File: src/rtl/divc_seq.sv
// Sequential restoring divider: N-bit unsigned quotient/remainder, one shift-subtract step per clock.
// Latency N+1 cycles from accept to Done (1 for divide-by-zero); Start is only honoured in IDLE.
module divc_seq #(
  parameter int N = 8
) (
  input  logic         CLK,
  input  logic         Reset,
  input  logic         Start,
  input  logic [N-1:0] Dividend,
  input  logic [N-1:0] Divisor,
  output logic [N-1:0] Quotient,
  output logic [N-1:0] Remainder,
  output logic         Busy,
  output logic         Done,
  output logic         DivByZero
);

  localparam int CW = $clog2(N + 1);

  typedef enum logic [1:0] {IDLE, RUN, DONE} state_t;

  state_t        state_q, state_d;
  logic [N:0]    a_q, a_d;
  logic [N-1:0]  q_q, q_d;
  logic [N-1:0]  b_q, b_d;
  logic [CW-1:0] cnt_q, cnt_d;
  logic [N-1:0]  quo_q, quo_d;
  logic [N-1:0]  rem_q, rem_d;
  logic          dbz_q, dbz_d;

  logic [N:0]    a_sh;
  logic [N:0]    t;
  logic          t_ok;

  always_ff @(posedge CLK) begin
    if (Reset) begin
      state_q <= IDLE;
      a_q     <= '0;
      q_q     <= '0;
      b_q     <= '0;
      cnt_q   <= '0;
      quo_q   <= '0;
      rem_q   <= '0;
      dbz_q   <= 1'b0;
    end else begin
      state_q <= state_d;
      a_q     <= a_d;
      q_q     <= q_d;
      b_q     <= b_d;
      cnt_q   <= cnt_d;
      quo_q   <= quo_d;
      rem_q   <= rem_d;
      dbz_q   <= dbz_d;
    end
  end

  always_comb begin
    state_d = state_q;
    case (state_q)
      IDLE:    if (Start) state_d = (Divisor == '0) ? DONE : RUN;
      RUN:     if (cnt_q == CW'(1)) state_d = DONE;
      DONE:    state_d = IDLE;
      default: state_d = IDLE;
    endcase
  end

  // One restoring step: shift {A,Q} left, trial-subtract B, keep the result only if non-negative.
  always_comb begin
    a_sh  = (N+1)'({a_q, q_q[N-1]});
    t     = a_sh - {1'b0, b_q};
    t_ok  = ~t[N];
    a_d   = a_q;
    q_d   = q_q;
    b_d   = b_q;
    cnt_d = cnt_q;
    quo_d = quo_q;
    rem_d = rem_q;
    dbz_d = dbz_q;
    case (state_q)
      IDLE: begin
        if (Start) begin
          a_d   = '0;
          q_d   = Dividend;
          b_d   = Divisor;
          cnt_d = CW'(N);
          dbz_d = (Divisor == '0);
          if (Divisor == '0) begin
            quo_d = '1;
            rem_d = Dividend;
          end
        end
      end
      RUN: begin
        a_d   = t_ok ? t : a_sh;
        q_d   = {q_q[N-2:0], t_ok};
        cnt_d = cnt_q - CW'(1);
        if (cnt_q == CW'(1)) begin
          quo_d = q_d;
          rem_d = a_d[N-1:0];
        end
      end
      default: ;
    endcase
  end

  always_comb begin
    Busy = (state_q == RUN);
    Done = (state_q == DONE);
  end

  assign Quotient  = quo_q;
  assign Remainder = rem_q;
  assign DivByZero = dbz_q;

endmodule

File: config.mk
export PLATFORM = sky130hd
export DESIGN_NAME = divc_seq
export DESIGN_NICKNAME = d
export VERILOG_FILES = /design/src/rtl/divc_seq.sv
export SDC_FILE = /design/constraint.sdc
export NUM_CORES = 1
export LEC_CHECK = 0
export CORE_ASPECT_RATIO = 0.7
export CORE_MARGIN = 2
export CORE_UTILIZATION = 40
export DETAILED_ROUTE_END_ITERATION = 8
export PLACE_DENSITY = 0.59
export SLEW_MARGIN = 20
export SYNTH_ARGS = -nofsm -noshare
export SYNTH_HDL_FRONTEND = slang
export SYNTH_SLANG_ARGS = --single-unit
File: constraint.sdc
create_clock -name CLK -period 4.1 [get_ports CLK]
set_input_delay 0.82 -clock CLK [delete_from_list [all_inputs] [get_ports CLK]]
set_output_delay 0.82 -clock CLK [all_outputs]
set_load 0.01 [all_outputs]
==> metrics.cfg <==
[pwr]
p_leak_uw = 0.00118
finalPower_uw = 1260
p_per_area_mw_per_mm2 = 403
ir_drop_mv = 0.157

[yosys]
synth_edf_count = 0
synth_area_leaders = dfxtp_1 36%, nand2_1 9.7%, ha_1 4.8%
yosys.area_share.adder_pct = 5.57
syn_inst = 343
synth_fp_nets = 373
synth_xor_area_share_pct = 1.68
synth-simple-area-share_pct = 28.0
ys_warn_count = 0
synth.largest_area_cell = dfxtp_1
synth.avg_cell_area_um2 = 7.59
synth-compound-area-share_pct = 20.8
yosysSeqAreaShare_pct = 36.1
async_flop_share_pct = 0
synth_ff_type = dfxtp_1
synthDistinctLibCells = 50
ys_ff_latch = 47
synth_top_area_share_pct = 36.1
synth_area_mm2 = 0.00260
synthMuxAreaShare_pct = 2.74
synth_top_family_by_area = simple AND/OR/NAND/NOR gates

[critical_path]
crit_required_ns = 4.35
r2r_start = state_q[0]
setup.reg_to_reg.worst_slack_ns = 1.24
crit_family = compound AO/OA/AOI/OAI gates
ff2ff_path_depth = 6
rr_endpoint = Remainder[7]
critPathBufInv = 1
crit_path_end_kind = flop
slowest_stage = or3b_1
critPathMaxFanout = 17
worstSetupStartpointType = primary input
cp_cell_sequence = clkdlybuf4s50_1 -> or3b_1 -> o21ai_4 -> a21boi_4 -> o21ai_0 -> a2111oi_0 -> or3_1
slowest_delay_ns = 0.57
worstPathArrival_ns = 3.33
crit_type = in2reg

[route]
drtAntennaViolNets = 0
drc_errors = 0
vias = 2514
drtIter0Drc = 174
routed_wl_um = 6860
dr.pass1.iters = 5
via_per_inst = 5.55
post_drt_wl_per_cell_um = 15.2

[die]
die_area_mm2 = 0.00718
core_area_mm2 = 0.00628
dieWidth_um = 100
io_pins = 38
die_h_um = 71.5
start_util_pct = 41.5
rows = 24

[global_route]
antenna_found_initial = 0
grt_pass1_wl_um = 11500
grt_max_degree = 35
grt_pass1_vias = 2236
grt_overflow_total = 0
grt_use_total_pct = 20.4

[layout]
final_net_count = 405
area_growth_pct = 20.1
fill_cells = 654
layout_common_cells = 67 x nand2_1, 47 x dfxtp_1, 37 x clkdlybuf4s50_1, 32 x nor2_1, 24 x o21ai_0
layout_commonest_cell = nand2_1
drive_gt1_share_pct = 5.87
n_antenna_cell = 0

[clock_tree]
cts_tree = built
clkTransAtPathRegs_ns = 0.09
cts-root-buf = clkbuf_8
insertion_delay_ns = 0.30
clock_sinks = 47
ctsHoldBuffers = 0
post_cts.resized_instances = 0
h-tree-depth = 2
cts_max_path_buffers = 2
postCtsSetupBuffers = 0
cts_inserted_buffers = 5

[worst_hold_path]
hold_path_depth = 2
hp-class = reg2reg
worst_hold_startpoint = b_q[1]
min_to = b_q[1]

[sta]
slew_headroom_pct = 27.8
setup_viol = 0
fmax_ghz = 0.325
rsz0062_at_grt = no
final_max_slew_viol_count = 0
final_hold_viol_count = 0
fin_crit_ns = 3.08
fin_crit_sh_pct = 75.0
fin_setup_tns_ns = 0
timing.hold.ws_ns = 0.455
worstMarginPinSlew_ns = 1.08
fin_skew_ns = 0.00731

[place]
dp_hpwl_um = 5050
gp_congestion = 0.868
portBuffers = 37

[run_status]
status = finished clean

[job]
drv_cap = 0

cells in the mapped netlist (4+ instances only):
master and count:
nand2_1 67, dfxtp_1 47, nor2_1 32, o21ai_0 24, a21oi_1 23, inv_1 18, nor3_1 18, clkbuf_1 13
ha_1 10, a311oi_1 9, mux2i_1 6, or3_1 6, nand3_1 5, nor4_1 5, nor2b_1 4
routing by layer:
layer,global-route usage [%],routed length [um],vias to the layer above
met5,0,0,-
met4,4.57,57,0
met3,4.00,487,7
met2,27.1,2640,94
met1,33.2,3680,1147
li1,-,-,1266
flip-flops by register name, summed over array words and instances (netlist names):
signal,cells
DivByZero,1
Quotient,8
Remainder,8
a_q,8
b_q,8
cnt_q,4
q_q,8
state_q,2
cell families after synthesis:
group	Yosys count
AND/OR/NAND/NOR	157
flip-flops	47
XOR/XNOR	5
AO/OA/AOI/OAI	82
multiplexers	7
buffers and inverters	34
adder cells (fa/ha/maj)	11
worst register-to-register path, cell delays in order (launching register included):
cell       delay (ns)
dfxtp_1          0.64
nand2b_1         0.51
o21ai_4          0.45
a21boi_4         0.52
o21ai_0          0.24
a2111oi_0        0.30
or3_1            0.16
through the flow:
step / utilization [%] / instances / setup slack [ns] / instance area (um2)
floorplan: - / 343 / 1.68 / 2610
global placement: 48.4 / 446 / 0.775 / 3040
detailed placement: 48.4 / 446 / 0.704 / 3040
CTS: 49.8 / 453 / 1.02 / 3130
global route: 49.8 / 453 / 0.856 / 3130
finish: 49.8 / 453 / 1.02 / 3130
final cells by class:
class / instances / area, um2 / share of cell area [%]
multi-input cells: 262 / 1530 / 49.0
flip-flops and latches: 47 / 941 / 30.1
repair buffers: 41 / 400 / 12.8
well taps: 78 / 97.6 / 3.12
clock buffers: 6 / 82.6 / 2.64
inverters: 18 / 67.6 / 2.16
clock inverters: 1 / 5.00 / 0.160
power by group:
| group | leakage [uW] | switching, uW | internal [uW] |
|---|---|---|---|
| Clock | 0.0000470 | 155 | 133 |
| Sequential | 0.000385 | 35.6 | 498 |
| Combinational | 0.000743 | 259 | 180 |
| Total | 0.00118 | 449 | 810 |
how the worst max path moves through the flow:
stage	end	depth (start not counted)	from
4_1_cts	Remainder[7]	7	Start
3_5_place_dp	Remainder[7]	7	Start
6_report	Remainder[7]	7	Start
2_1_floorplan	Remainder[0]	10	q_q[7]
5_1_grt	Remainder[3]	7	Start
3_3_place_gp	Remainder[0]	7	Start
Note: power is estimated with default switching activity, not from simulation.
